$ cat config.mk
export PLATFORM = sky130hd
export DESIGN_NAME = ram512_dma_flat
export DESIGN_NICKNAME = d
export VERILOG_FILES = /design/src/rtl/ram512_dma_if.sv /design/src/rtl/ram512_dma.sv /design/src/flat_wrapper.sv
export SDC_FILE = /design/constraint.sdc
export NUM_CORES = 1
export LEC_CHECK = 0
export ABC_AREA = 1
export ABC_CLOCK_PERIOD_IN_PS = 2100
export CELL_PAD_IN_SITES_DETAIL_PLACEMENT = 1
export CELL_PAD_IN_SITES_GLOBAL_PLACEMENT = 2
export CORE_MARGIN = 2
export CORE_UTILIZATION = 28
export DETAILED_ROUTE_END_ITERATION = 8
export PLACE_DENSITY = 0.83
export REMOVE_ABC_BUFFERS = 1
export SETUP_SLACK_MARGIN = 0.4
export SYNTH_ARGS = -nofsm -noshare
export SYNTH_HDL_FRONTEND = slang
export SYNTH_SLANG_ARGS = --single-unit
$ cat constraint.sdc
create_clock -name clk -period 2.1 [get_ports clk]
set_clock_uncertainty 0.2 [all_clocks]
set_input_delay 0.42 -clock clk [delete_from_list [all_inputs] [get_ports clk]]
set_output_delay 0.42 -clock clk [all_outputs]
set_load 0.02 [all_outputs]
$ cat src/rtl/ram512_dma_if.sv
// Bundles the DMA control handshake and the RAM512-style memory port into one interface.
// The master modport is the DMA engine; the slave side is the system plus the RAM.
interface ram512_dma_if #(
    parameter int unsigned ADDR_W = 9,
    parameter int unsigned DATA_W = 16
);
    logic              start;
    logic              mode;
    logic [ADDR_W-1:0] src;
    logic [ADDR_W-1:0] dst;
    logic [ADDR_W:0]   len;
    logic [DATA_W-1:0] pattern;
    logic              busy;
    logic              done;
    logic [ADDR_W-1:0] mem_address;
    logic [DATA_W-1:0] mem_in;
    logic              mem_load;
    logic [DATA_W-1:0] mem_out;

    modport master (
        input  start, mode, src, dst, len, pattern, mem_out,
        output busy, done, mem_address, mem_in, mem_load
    );

    modport slave (
        output start, mode, src, dst, len, pattern, mem_out,
        input  busy, done, mem_address, mem_in, mem_load
    );
endinterface

$ cat src/rtl/ram512_dma.sv
// Block copy / block fill engine driving a RAM512-style port (address, in, load, comb out).
// One word per READ+WRITE pair for copy, one word per WRITE for fill, strictly ascending.
module ram512_dma #(
    parameter int unsigned ADDR_W = 9,
    parameter int unsigned DATA_W = 16
) (
    input  logic         clk,
    input  logic         reset_n,
    ram512_dma_if.master bus
);

    typedef enum logic [1:0] {
        StIdle,
        StRead,
        StWrite,
        StDone
    } state_e;

    localparam logic [ADDR_W-1:0] AddrOne  = 1;
    localparam logic [ADDR_W:0]   CountOne = 1;

    state_e            r_state;
    state_e            w_state_next;
    logic [ADDR_W-1:0] r_src_cur;
    logic [ADDR_W-1:0] r_dst_cur;
    logic [ADDR_W:0]   r_count;
    logic [ADDR_W:0]   r_len;
    logic [DATA_W-1:0] r_hold;
    logic              r_mode;
    logic [DATA_W-1:0] r_pattern;

    logic              w_busy;
    logic              w_done;
    logic              w_load;
    logic [ADDR_W-1:0] w_addr;
    logic [DATA_W-1:0] w_wdata;
    logic              w_last;

    assign w_last = ((r_count + CountOne) == r_len);

    always_ff @(posedge clk or negedge reset_n) begin
        if (!reset_n) begin
            r_state <= StIdle;
        end else begin
            r_state <= w_state_next;
        end
    end

    // Outputs decode only registered state/pointers, so start never reaches mem_* combinationally.
    always_comb begin
        w_state_next = r_state;
        w_busy       = 1'b0;
        w_done       = 1'b0;
        w_load       = 1'b0;
        w_addr       = '0;
        w_wdata      = '0;
        case (r_state)
            StIdle: begin
                if (bus.start) begin
                    if (bus.len == '0) begin
                        w_state_next = StDone;
                    end else if (bus.mode) begin
                        w_state_next = StWrite;
                    end else begin
                        w_state_next = StRead;
                    end
                end
            end
            StRead: begin
                w_busy       = 1'b1;
                w_addr       = r_src_cur;
                w_state_next = StWrite;
            end
            StWrite: begin
                w_busy  = 1'b1;
                w_load  = 1'b1;
                w_addr  = r_dst_cur;
                w_wdata = r_mode ? r_pattern : r_hold;
                if (w_last) begin
                    w_state_next = StDone;
                end else if (r_mode) begin
                    w_state_next = StWrite;
                end else begin
                    w_state_next = StRead;
                end
            end
            StDone: begin
                w_done       = 1'b1;
                w_state_next = StIdle;
            end
            default: begin
                w_state_next = StIdle;
            end
        endcase
    end

    always_ff @(posedge clk or negedge reset_n) begin
        if (!reset_n) begin
            r_src_cur <= '0;
            r_dst_cur <= '0;
            r_count   <= '0;
            r_len     <= '0;
            r_hold    <= '0;
            r_mode    <= 1'b0;
            r_pattern <= '0;
        end else begin
            case (r_state)
                StIdle: begin
                    if (bus.start) begin
                        r_src_cur <= bus.src;
                        r_dst_cur <= bus.dst;
                        r_len     <= bus.len;
                        r_mode    <= bus.mode;
                        r_pattern <= bus.pattern;
                        r_count   <= '0;
                    end
                end
                StRead: begin
                    r_hold <= bus.mem_out;
                end
                StWrite: begin
                    // Pointers wrap naturally at 2**ADDR_W.
                    r_count   <= r_count + CountOne;
                    r_src_cur <= r_src_cur + AddrOne;
                    r_dst_cur <= r_dst_cur + AddrOne;
                end
                default: begin
                end
            endcase
        end
    end

    assign bus.busy        = w_busy;
    assign bus.done        = w_done;
    assign bus.mem_load    = w_load;
    assign bus.mem_address = w_addr;
    assign bus.mem_in      = w_wdata;

endmodule
$ cat src/flat_wrapper.sv
// flat-port wrapper written by rule: the top's interface ports become plain ports
module ram512_dma_flat 
#(
    parameter int unsigned ADDR_W = 9,
    parameter int unsigned DATA_W = 16
)
  (clk, reset_n, bus_start, bus_mode, bus_src, bus_dst, bus_len, bus_pattern, bus_mem_out, bus_busy, bus_done, bus_mem_address, bus_mem_in, bus_mem_load);
  ram512_dma_if #(.ADDR_W(ADDR_W), .DATA_W(DATA_W)) bus_i ();
  input  logic clk;
  input  logic reset_n;
  input wire logic [$bits(bus_i.start)-1:0] bus_start;
  input wire logic [$bits(bus_i.mode)-1:0] bus_mode;
  input wire logic [$bits(bus_i.src)-1:0] bus_src;
  input wire logic [$bits(bus_i.dst)-1:0] bus_dst;
  input wire logic [$bits(bus_i.len)-1:0] bus_len;
  input wire logic [$bits(bus_i.pattern)-1:0] bus_pattern;
  input wire logic [$bits(bus_i.mem_out)-1:0] bus_mem_out;
  output wire logic [$bits(bus_i.busy)-1:0] bus_busy;
  output wire logic [$bits(bus_i.done)-1:0] bus_done;
  output wire logic [$bits(bus_i.mem_address)-1:0] bus_mem_address;
  output wire logic [$bits(bus_i.mem_in)-1:0] bus_mem_in;
  output wire logic [$bits(bus_i.mem_load)-1:0] bus_mem_load;
  assign bus_i.start = bus_start;
  assign bus_i.mode = bus_mode;
  assign bus_i.src = bus_src;
  assign bus_i.dst = bus_dst;
  assign bus_i.len = bus_len;
  assign bus_i.pattern = bus_pattern;
  assign bus_i.mem_out = bus_mem_out;
  assign bus_busy = bus_i.busy;
  assign bus_done = bus_i.done;
  assign bus_mem_address = bus_i.mem_address;
  assign bus_mem_in = bus_i.mem_in;
  assign bus_mem_load = bus_i.mem_load;
  ram512_dma #(.ADDR_W(ADDR_W), .DATA_W(DATA_W)) u_core (.clk(clk), .reset_n(reset_n), .bus(bus_i));
endmodule
Word level (Yosys, flattened, before mapping)
Index checks and enable logic that the tools add are counted.
- register bits after elaboration: 73
- bits in latches: 0
- RAM bits: 0
- ROM bits: 0
- word-level logic and storage cells: 40
- memories: 0
- add/sub/neg operators: 3
- $mul: 0
- div/mod/pow operators: 0
- $lt $le $gt $ge: 0
- equality and inequality tests: 5
- shift operators: 0
- muxes and demuxes: 18
- bitwise logic cells: 0
- reductions and logical operators: 6
- operator list (kind ; number):
    9-bit case mux with 2 select lines ; 3
    16-bit two-way mux ; 2
    10-bit case mux with 2 select lines ; 1
    9-bit by 1-bit adder with 9-bit output, second input constant ; 2
    9-bit two-way mux ; 2
    10-bit by 1-bit adder with 10-bit output, second input constant ; 1
    10-bit equality test ; 1
    10-bit logical NOT ; 1
    10-bit two-way mux ; 1
    2-bit two-way mux ; 5
    2-bit case mux with 4 select lines ; 1
    2-bit equality test, second input constant ; 2
    2-bit AND reduction ; 2
    1-bit two-way mux ; 3
    2-bit by 1-bit equality test with 1-bit output, second input constant ; 1
    2-bit logical NOT ; 1
    2-bit != test, second input constant ; 1
    2-bit nonzero test ; 1
    2-bit OR reduction ; 1

Logic depth before layout (Yosys ltp)
Gate-level depths: netlist of run 1.
- depth in word-level cells: 4
- mapped depth: 12

Worst setup path before layout of run 1
OpenSTA, ideal clock, no wires.
- path kind: flip-flop to output port
- start: register u_core.r_state[0]
- end: output port bus_mem_in[0]
- arrival: 1.899 ns
- data required time: 1.480 ns
- slack: -0.419 ns
- stages on the path, launching flop included: 8
- path buffers: 3
- cell sequence: dfrtp_1 inv_1 ha_1 buf_2 clkbuf_1 clkbuf_1 o21ai_0 a21oi_1
- cells in the longest elaborated chain, start to end: 2
- RTL lines (element ; RTL line ; RTL):
    from (decl) ; ram512_dma.sv:22 ; state_e r_state;
    from (signal assigned) ; ram512_dma.sv:43 ; r_state <= StIdle;
    from (signal assigned) ; ram512_dma.sv:45 ; r_state <= w_state_next;
    2-bit equality test ; ram512_dma.sv:57 ; case (r_state)
    16-bit two-way mux ; ram512_dma.sv:57 ;
    to (decl) ; flat_wrapper.sv:21 ; output wire logic [$bits(bus_i.mem_in)-1:0] bus_mem_in;
Every way passes these cells.

Worst setup path after layout of run 1
- start: register u_core.r_state[1]
- end: output port bus_mem_address[1]
- cells in the longest elaborated chain, start to end: 2
- RTL lines (element ; RTL line ; RTL):
    2-bit equality test / 2-bit by 1-bit equality test with 1-bit output (equally long branches) ; ram512_dma.sv:57 ;
    9-bit case mux with 2 select lines (*) ; ram512_dma.sv:57 ;
    to (decl) ; flat_wrapper.sv:20 ; output wire logic [$bits(bus_i.mem_address)-1:0] bus_mem_address;
Every way passes the cells marked *; elsewhere a longest branch is shown, timed or not.

==> load_flow_metrics.sql, run 1 <==
INSERT INTO impl_metrics (metric_group, metric, value, unit) VALUES
('status', 'outcome', 'finished, violations left', ''),
('status', 'violations', 'negative setup slack', ''),
('power', 'totalPowerFinal', '9.83', 'mW'),
('routing', 'vias_per_cell', '4.80', ''),
('floorplan', 'die_x', '123', 'um'),
('sta', 'final.setup.worst_slack', '-198', 'ps'),
('setup_path', 'critPathLaunchType', 'flip-flop', ''),
('placement', 'globalplace.congestion', '0.854', ''),
('cells_and_area', 'layout-area-overhead-vs-synth', '65.8', '%'),
('setup_path', 'setup_cp_type', 'reg2out', ''),
('routing', 'ant_nets', '0', ''),
('min_path', 'min_path_cells', '2', ''),
('floorplan', 'core.rowCount', '43', ''),
('routing', 'detail_route.wl_per_cell', '16.5', 'um'),
('clock_tree', 'cts.htree.levels', '3', ''),
('clock_tree', 'cts.reportedPaths.clkPinSlew', '60', 'ps'),
('synth', 'synth_xor_area_frac', '0.0132', ''),
('power', 'p_leak', '3.08', 'nW'),
('sta', 'final.min_clock_period', '2300', 'ps'),
('synth', 'dominant_combinational_cell_family_by_area_after_synthesis', 'simple AND/OR/NAND/NOR gates', ''),
('synth', 'postSynth.topFlopCell', 'sky130_fd_sc_hd__dfrtp_1', ''),
('floorplan', 'initial_utilization', '0.286', ''),
('synth', 'synthesis.area', '3970', 'sq um'),
('synth', 'yosysWarnings', '0', ''),
('routing', 'number_of_violations_reported_at_the_end_of_detailed_routing_iteration_0', '112', ''),
('clock_tree', 'clock_latency', '340', 'ps'),
('floorplan', 'die_height', '123', 'um'),
('setup_path', 'timing.critical_path.arrival', '1680', 'ps'),
('cells_and_area', 'drive_gt1_frac', '0.312', ''),
('placement', 'dpl-instance-area', '5380', 'sq um'),
('synth', 'synth-compound-area-share', '0.157', ''),
('sta', 'max_slew.worst_pin.slew', '421', 'ps'),
('grt', 'largest_net_degree_at_the_start_of_global_routing', '74', ''),
('sta', 'setup_tns_final', '-3390', 'ps'),
('power', 'pwr_density_cell', '1490', 'nW/um^2'),
('setup_path', 'r2r.worst_path.cells', '11', ''),
('floorplan', 'total_die_area', '15200', 'sq um'),
('synth', 'syn-mean-instance-area', '7.32', 'sq um'),
('synth', 'synth-seq-cells', '73', ''),
('cells_and_area', 'final-instance-count-excl-fill', '882', ''),
('routing', 'via_count', '4232', ''),
('grt', 'global_route_wire_length_before_repair', '21100', 'um'),
('synth', 'async_flop_share', '1.00', ''),
('clock_tree', 'tritoncts', 'done', ''),
('grt', 'remaining_overflow_grt', '0', ''),
('routing', 'drt-pass1-iter-count', '4', ''),
('sta', 'maxSlewViolCount', '0', ''),
('min_path', 'hold_class', 'reg2reg', ''),
('cells_and_area', 'final_nets', '770', ''),
('placement', 'port_buffers', '91', ''),
('cells_and_area', 'antennaDiodeCount', '0', ''),
('synth', 'synth_fa_ha_area_frac', '0.0220', ''),
('grt', 'number_of_global_route_vias_before_repair', '4392', ''),
('sta', 'finalSetupViolCount', '38', ''),
('cells_and_area', 'multi_input_comb_area', '2250', 'sq um'),
('sta', 'worst_slew_margin_rel', '0.719', ''),
('job', 'max_cap_violations', '0', ''),
('clock_tree', 'cts_max_path_buffers', '2', ''),
('routing', 'detail_route.drc_violations', '0', ''),
('synth', 'synthCells', '543', ''),
('clock_tree', 'cts_root_buf', 'sky130_fd_sc_hd__clkbuf_16', ''),
('cells_and_area', 'filler_cell_count', '1649', ''),
('setup_path', 'worst-endpoint-required', '1480', 'ps'),
('sta', 'clock.fmax', '435', 'MHz'),
('synth', 'synth_cell_types', '31', ''),
('clock_tree', 'clock-sinks', '73', ''),
('synth', 'fraction_of_the_mapped_netlist_area_in_simple_logic_gates', '0.271', ''),
('sta', 'final.period_utilization', '1.09', ''),
('cells_and_area', 'design_area', '6590', 'sq um'),
('sta', 'hold_viol_final', '0', ''),
('placement', 'dp_cells', '827', '');
critical path, stage by stage (launching register included):
cell and delay, ps:
sky130_fd_sc_hd__dfrtp_1 410, sky130_fd_sc_hd__buf_6 130, sky130_fd_sc_hd__ha_4 220, sky130_fd_sc_hd__buf_6 160
sky130_fd_sc_hd__nand2_1 100, sky130_fd_sc_hd__a21oi_2 170, sky130_fd_sc_hd__buf_4 160
cells in the mapped netlist, types with 7 or more instances:
library cell | instances | area [sq um]
sky130_fd_sc_hd__o21ai_0 | 68 | 340
sky130_fd_sc_hd__nor2_1 | 23 | 86.3
sky130_fd_sc_hd__nand3_1 | 30 | 150
sky130_fd_sc_hd__a21oi_1 | 37 | 185
sky130_fd_sc_hd__ha_1 | 7 | 87.6
sky130_fd_sc_hd__dfrtp_1 | 73 | 1830
sky130_fd_sc_hd__inv_1 | 52 | 195
sky130_fd_sc_hd__nand2_1 | 186 | 698
sky130_fd_sc_hd__clkbuf_1 | 20 | 75.1
state kept, by name, summed over array words and instances, names as in the netlist:
name              flops
u_core.r_mode         1
u_core.r_pattern     16
u_core.r_state        2
u_core.r_hold        16
u_core.r_count       10
u_core.r_src_cur      9
u_core.r_dst_cur      9
u_core.r_len         10
path summary, 6_finish.rpt:
kind                                                   from                                to  slack [ps]
setup reg to reg              u_core.r_state[1]$_DFFE_PN0P_     u_core.r_count[1]$_DFFE_PN0P_         -60
setup / recovery              u_core.r_state[1]$_DFFE_PN0P_                bus_mem_address[1]        -200
hold / removal             u_core.r_pattern[11]$_DFFE_PN0P_  u_core.r_pattern[11]$_DFFE_PN0P_         300
min in group asynchronous                           reset_n   u_core.r_dst_cur[1]$_DFFE_PN0P_         450
hold reg to reg            u_core.r_pattern[11]$_DFFE_PN0P_  u_core.r_pattern[11]$_DFFE_PN0P_         300
max in group asynchronous                           reset_n     u_core.r_count[2]$_DFFE_PN0P_         920
power by group:
group / internal, mW / switching (mW)
clock: 0.846 / 0.580
combinational: 2.74 / 3.09
sequential: 2.04 / 0.533
routing by layer:
| layer | vias to the layer above | track usage | wire (um) |
|---|---|---|---|
| li1 | 2061 | - | - |
| met1 | 2063 | 0.218 | 6240 |
| met2 | 87 | 0.311 | 7420 |
| met3 | 21 | 0.0397 | 553 |
| met4 | 0 | 0.0689 | 299 |
| met5 | - | 0 | 0 |
final cells by class:
class	instances	area share
well taps	180	0.0342
clock inverters	3	0.00266
flip-flops and latches	73	0.278
clock buffers	11	0.0384
multi-input cells	390	0.342
inverters	56	0.0349
repair buffers	169	0.270
layout by cell type, fill, tap and decap left out, drive strengths merged, types with 3 or more instances in the layout:
cell / n
nor2: 25
a21oi: 37
dfrtp: 73
inv: 54
nand2: 188
nand3b: 4
clkinv: 4
ha: 7
nand3: 30
nand4: 4
clkdlybuf4s50: 62
nor3: 4
xor2: 4
clkbuf: 18
o21ai: 70
buf: 99
a31oi: 3
o22ai: 3
per-stage QoR:
step	utilization	hold slack (ps)
6_report	0.475	303
5_1_grt	0.475	334
4_1_cts	0.426	278
2_1_floorplan	-	-75.6
3_5_place_dp	0.387	263
3_3_place_gp	0.387	259
kinds of logic (layout without fill, tap and decap cells):
group	count (synthesis)	count (layout)
XOR/XNOR	6	6
AND/OR/NAND/NOR	258	258
AO/OA/AOI/OAI	119	119
buffers and inverters	80	239
flip-flops	73	73
adder cells (fa/ha/maj)	7	7
repair_timing:
action	4_1_cts	5_1_grt
pin swaps	25	26
setup endpoints to repair	58	68
resized for setup	203	124
hold buffers	1	0
setup buffers	13	19
hold endpoints to repair	73	0
gates cloned	1	7
(Power assumes the default switching activity.)
==> inputs of run 2 (changes only) <==
--- a/config.mk
+++ b/config.mk
@@ -13,7 +13,6 @@
 export CORE_UTILIZATION = 28
 export DETAILED_ROUTE_END_ITERATION = 8
 export PLACE_DENSITY = 0.83
-export REMOVE_ABC_BUFFERS = 1
 export SETUP_SLACK_MARGIN = 0.4
 export SYNTH_ARGS = -nofsm -noshare
 export SYNTH_HDL_FRONTEND = slang
==> run 2 against run 1 <==
Compared with the run above:
- the flow still finishes with violations (negative setup slack)
- worst hold slack hardly changed
- total power is 8.5% higher
- worst setup slack better by 61 ps
- sequential share of layout area is 1.7 points lower
- count of clock-buffer cells in the layout is 2 higher
- sequential power is 3% higher
- combinational power is 12% higher
- critical endpoint unchanged
- largest cell class unchanged
==> load_flow_metrics.sql, run 2 (synthesized netlist as in run 1, its figures left out) <==
INSERT INTO impl_metrics (metric_group, metric, value, unit) VALUES
('floorplan', 'total_die_area', '15200', 'sq um'),
('setup_path', 'worst-path-stages', '5', ''),
('setup_path', 'setup_cp_type', 'reg2out', ''),
('clock_tree', 'cts_max_path_buffers', '2', ''),
('routing', 'ant_nets', '0', ''),
('grt', 'largest_net_degree_at_the_start_of_global_routing', '33', ''),
('grt', 'global_route_wire_length_before_repair', '22400', 'um'),
('placement', 'dp_cells', '831', ''),
('grt', 'number_of_global_route_vias_before_repair', '4590', ''),
('setup_path', 'r2r.worst_path.cells', '13', ''),
('setup_path', 'worst_path_max_delay_cell', 'sky130_fd_sc_hd__dfrtp_1', ''),
('setup_path', 'timing.critical_path.arrival', '1620', 'ps'),
('cells_and_area', 'layout.cells.most_common', 'sky130_fd_sc_hd__nand2_1', ''),
('setup_path', 'crit-reg2reg-launch', 'u_core.r_state[0]$_DFFE_PN0P_', ''),
('routing', 'detail_route.wl_per_cell', '17.6', 'um'),
('floorplan', 'core.rowCount', '43', ''),
('power', 'irDropWorstVdd', '537', 'uV'),
('grt', 'grt_antenna_before_repair', '0', ''),
('sta', 'max_slew.worst_pin.slew', '453', 'ps'),
('job', 'max_cap_violations', '0', ''),
('sta', 'final.period_utilization', '1.07', ''),
('sta', 'final.setup.worst_slack', '-137', 'ps'),
('sta', 'hold_slack', '303', 'ps'),
('status', 'violations', 'negative setup slack', ''),
('cells_and_area', 'layout-area-overhead-vs-synth', '76.6', '%'),
('cells_and_area', 'antennaDiodeCount', '0', ''),
('floorplan', 'placeableCoreArea', '13900', 'sq um'),
('placement', 'detailedPlace.worstSlack', '-297', 'ps'),
('placement', 'port_buffers', '91', ''),
('sta', 'rsz0062_at_grt', 'true', ''),
('setup_path', 'crit_family', 'flip-flops', ''),
('routing', 'detail_route.drc_violations', '0', ''),
('clock_tree', 'tritoncts', 'done', ''),
('power', 'pwr_density_cell', '1520', 'nW/um^2'),
('grt', 'remaining_overflow_grt', '0', ''),
('placement', 'detailed_place_hpwl', '9840', 'um'),
('setup_path', 'critPathLaunchType', 'flip-flop', ''),
('setup_path', 'crit_path_cells', 'inv_2 -> ha_4 -> clkinv_8 -> a21oi_4 -> buf_6', ''),
('clock_tree', 'clock_latency', '340', 'ps'),
('power', 'totalPowerFinal', '10.7', 'mW'),
('setup_path', 'critPathCaptureType', 'output port', ''),
('sta', 'clock.fmax', '447', 'MHz'),
('min_path', 'hold_class', 'reg2reg', ''),
('sta', 'setup_tns_final', '-2270', 'ps'),
('floorplan', 'design.portCount', '92', ''),
('clock_tree', 'tritoncts_buffer_count', '9', ''),
('cells_and_area', 'final_nets', '762', ''),
('cells_and_area', 'biggestRegsByFlops', 'u_core.r_hold: 16 flops, u_core.r_pattern: 16 flops', ''),
('cells_and_area', 'layout.cells.most_common_list', 'sky130_fd_sc_hd__nand2_1 (154), sky130_fd_sc_hd__dfrtp_1 (69), sky130_fd_sc_hd__clkdlybuf4s50_1 (62), sky130_fd_sc_hd__inv_1 (47), sky130_fd_sc_hd__buf_6 (42)', ''),
('routing', 'postRouteWirelength', '15400', 'um'),
('grt', 'globalRouteTotalUtil', '0.190', ''),
('sta', 'hold_viol_final', '0', ''),
('clock_tree', 'cts.reportedPaths.clkPinSlew', '60', 'ps'),
('setup_path', 'r2r-end', 'u_core.r_src_cur[6]$_DFFE_PN0P_', ''),
('setup_path', 'setup.worst_path.end', 'bus_mem_address[1]', ''),
('clock_tree', 'clock-sinks', '73', ''),
('setup_path', 'timing.critical_path.fanout_max', '5', ''),
('status', 'outcome', 'finished, violations left', ''),
('floorplan', 'die_height', '123', 'um'),
('setup_path', 'worst_path_max_stage_delay', '430', 'ps'),
('routing', 'drt-pass1-iter-count', '4', ''),
('cells_and_area', 'filler_cell_count', '1617', ''),
('routing', 'number_of_violations_reported_at_the_end_of_detailed_routing_iteration_0', '169', ''),
('setup_path', 'critPathBufInv', '3', ''),
('sta', 'final.min_clock_period', '2240', 'ps'),
('setup_path', 'worst-endpoint-required', '1480', 'ps'),
('setup_path', 'worst-r2r-setup-slack', '-30', 'ps'),
('clock_tree', 'cts_root_buf', 'sky130_fd_sc_hd__clkbuf_16', ''),
('setup_path', 'worstSetupStartpoint', 'u_core.r_state[1]$_DFFE_PN0P_', ''),
('cells_and_area', 'drive_gt1_frac', '0.372', ''),
('floorplan', 'initial_utilization', '0.286', ''),
('cells_and_area', 'final-instance-count-excl-fill', '876', ''),
('synth', 'synth_fp_nets', '614', ''),
('sta', 'finalSetupViolCount', '30', ''),
('floorplan', 'die_x', '123', 'um'),
('sta', 'worst_slew_margin_rel', '0.698', ''),
('sta', 'maxSlewViolCount', '0', ''),
('routing', 'via_count', '4313', ''),
('placement', 'globalplace.congestion', '0.790', ''),
('power', 'p_leak', '3.10', 'nW'),
('routing', 'vias_per_cell', '4.92', ''),
('clock_tree', 'cts.htree.levels', '3', '');
==> run 2: cell count changes in the layout (fill, tap and decap cells not counted), moves of 6 or more <==
cell and change:
sky130_fd_sc_hd__nor2_2 +6, sky130_fd_sc_hd__a21oi_4 +16, sky130_fd_sc_hd__buf_6 +10, sky130_fd_sc_hd__a21oi_1 -10, sky130_fd_sc_hd__nand2_2 +14, sky130_fd_sc_hd__a21oi_2 -6
sky130_fd_sc_hd__o21ai_0 -6, sky130_fd_sc_hd__o21ai_4 +12, sky130_fd_sc_hd__nand2_1 -15, sky130_fd_sc_hd__buf_4 -22, sky130_fd_sc_hd__nor2_1 -8
==> run 2: repair_timing <==
action,in CTS,in global routing
hold endpoints to repair,13,0
resized for setup,213,146
gates cloned,0,7
buffers inserted,7,14
hold buffers,1,0
pin swaps,13,32
endpoints found under the setup margin,58,73
==> run 2: metal layers <==
layer / vias up / global-route usage / wire length, um
met5: - / 0 / 0
met4: 0 / 0.0582 / 323
met3: 25 / 0.0332 / 595
met2: 101 / 0.342 / 8090
met1: 2140 / 0.231 / 6390
li1: 2047 / - / -
==> run 2: through the flow <==
stage / instance area [sq um] / util
6_report: 7020 / 0.505
5_1_grt: 7020 / 0.505
4_1_cts: 6270 / 0.452
3_5_place_dp: 5740 / 0.413
3_3_place_gp: 5740 / 0.413
2_1_floorplan: 4340 / -
==> run 2: final cells by class <==
cell class / instances / area, sq um / area share
clock buffers: 13 / 260 / 0.0371
clock inverters: 3 / 15.0 / 0.00214
inverters: 56 / 238 / 0.0339
multi-input cells: 390 / 2690 / 0.384
flip-flops and latches: 73 / 1830 / 0.261
well taps: 180 / 225 / 0.0321
repair buffers: 160 / 1740 / 0.249
repair inverters: 1 / 8.76 / 0.00125
==> run 2: power by group <==
group | switching (mW) | internal, mW | leakage [nW]
combinational | 3.59 | 2.95 | 2.06
clock | 0.618 | 0.860 | 0.139
sequential | 0.608 | 2.04 | 0.899
==> run 2: worst min path at each step <==
stage	slack, ps	start	to	cells past startpoint
floorplan	-80	reset_n	u_core.r_count[0]$_DFFE_PN0P_	0
global placement	190	reset_n	u_core.r_hold[0]$_DFFE_PN0P_	1
detailed placement	200	reset_n	u_core.r_hold[0]$_DFFE_PN0P_	1
CTS	300	u_core.r_pattern[12]$_DFFE_PN0P_	u_core.r_pattern[12]$_DFFE_PN0P_	2
global route	330	u_core.r_len[7]$_DFFE_PN0P_	u_core.r_len[7]$_DFFE_PN0P_	2
finish	300	u_core.r_pattern[10]$_DFFE_PN0P_	u_core.r_pattern[10]$_DFFE_PN0P_	2
==> run 2: worst reg2reg max path: stages (launching register included) <==
cell	delay, ps
sky130_fd_sc_hd__dfrtp_1	390
sky130_fd_sc_hd__inv_2	90
sky130_fd_sc_hd__ha_4	240
sky130_fd_sc_hd__buf_12	170
sky130_fd_sc_hd__buf_6	110
sky130_fd_sc_hd__inv_6	40
sky130_fd_sc_hd__nor2_4	120
sky130_fd_sc_hd__nor2_2	60
sky130_fd_sc_hd__buf_6	150
sky130_fd_sc_hd__buf_12	140
sky130_fd_sc_hd__a21oi_2	100
sky130_fd_sc_hd__nand2_1	70
sky130_fd_sc_hd__o21ai_1	80
sky130_fd_sc_hd__inv_1	60
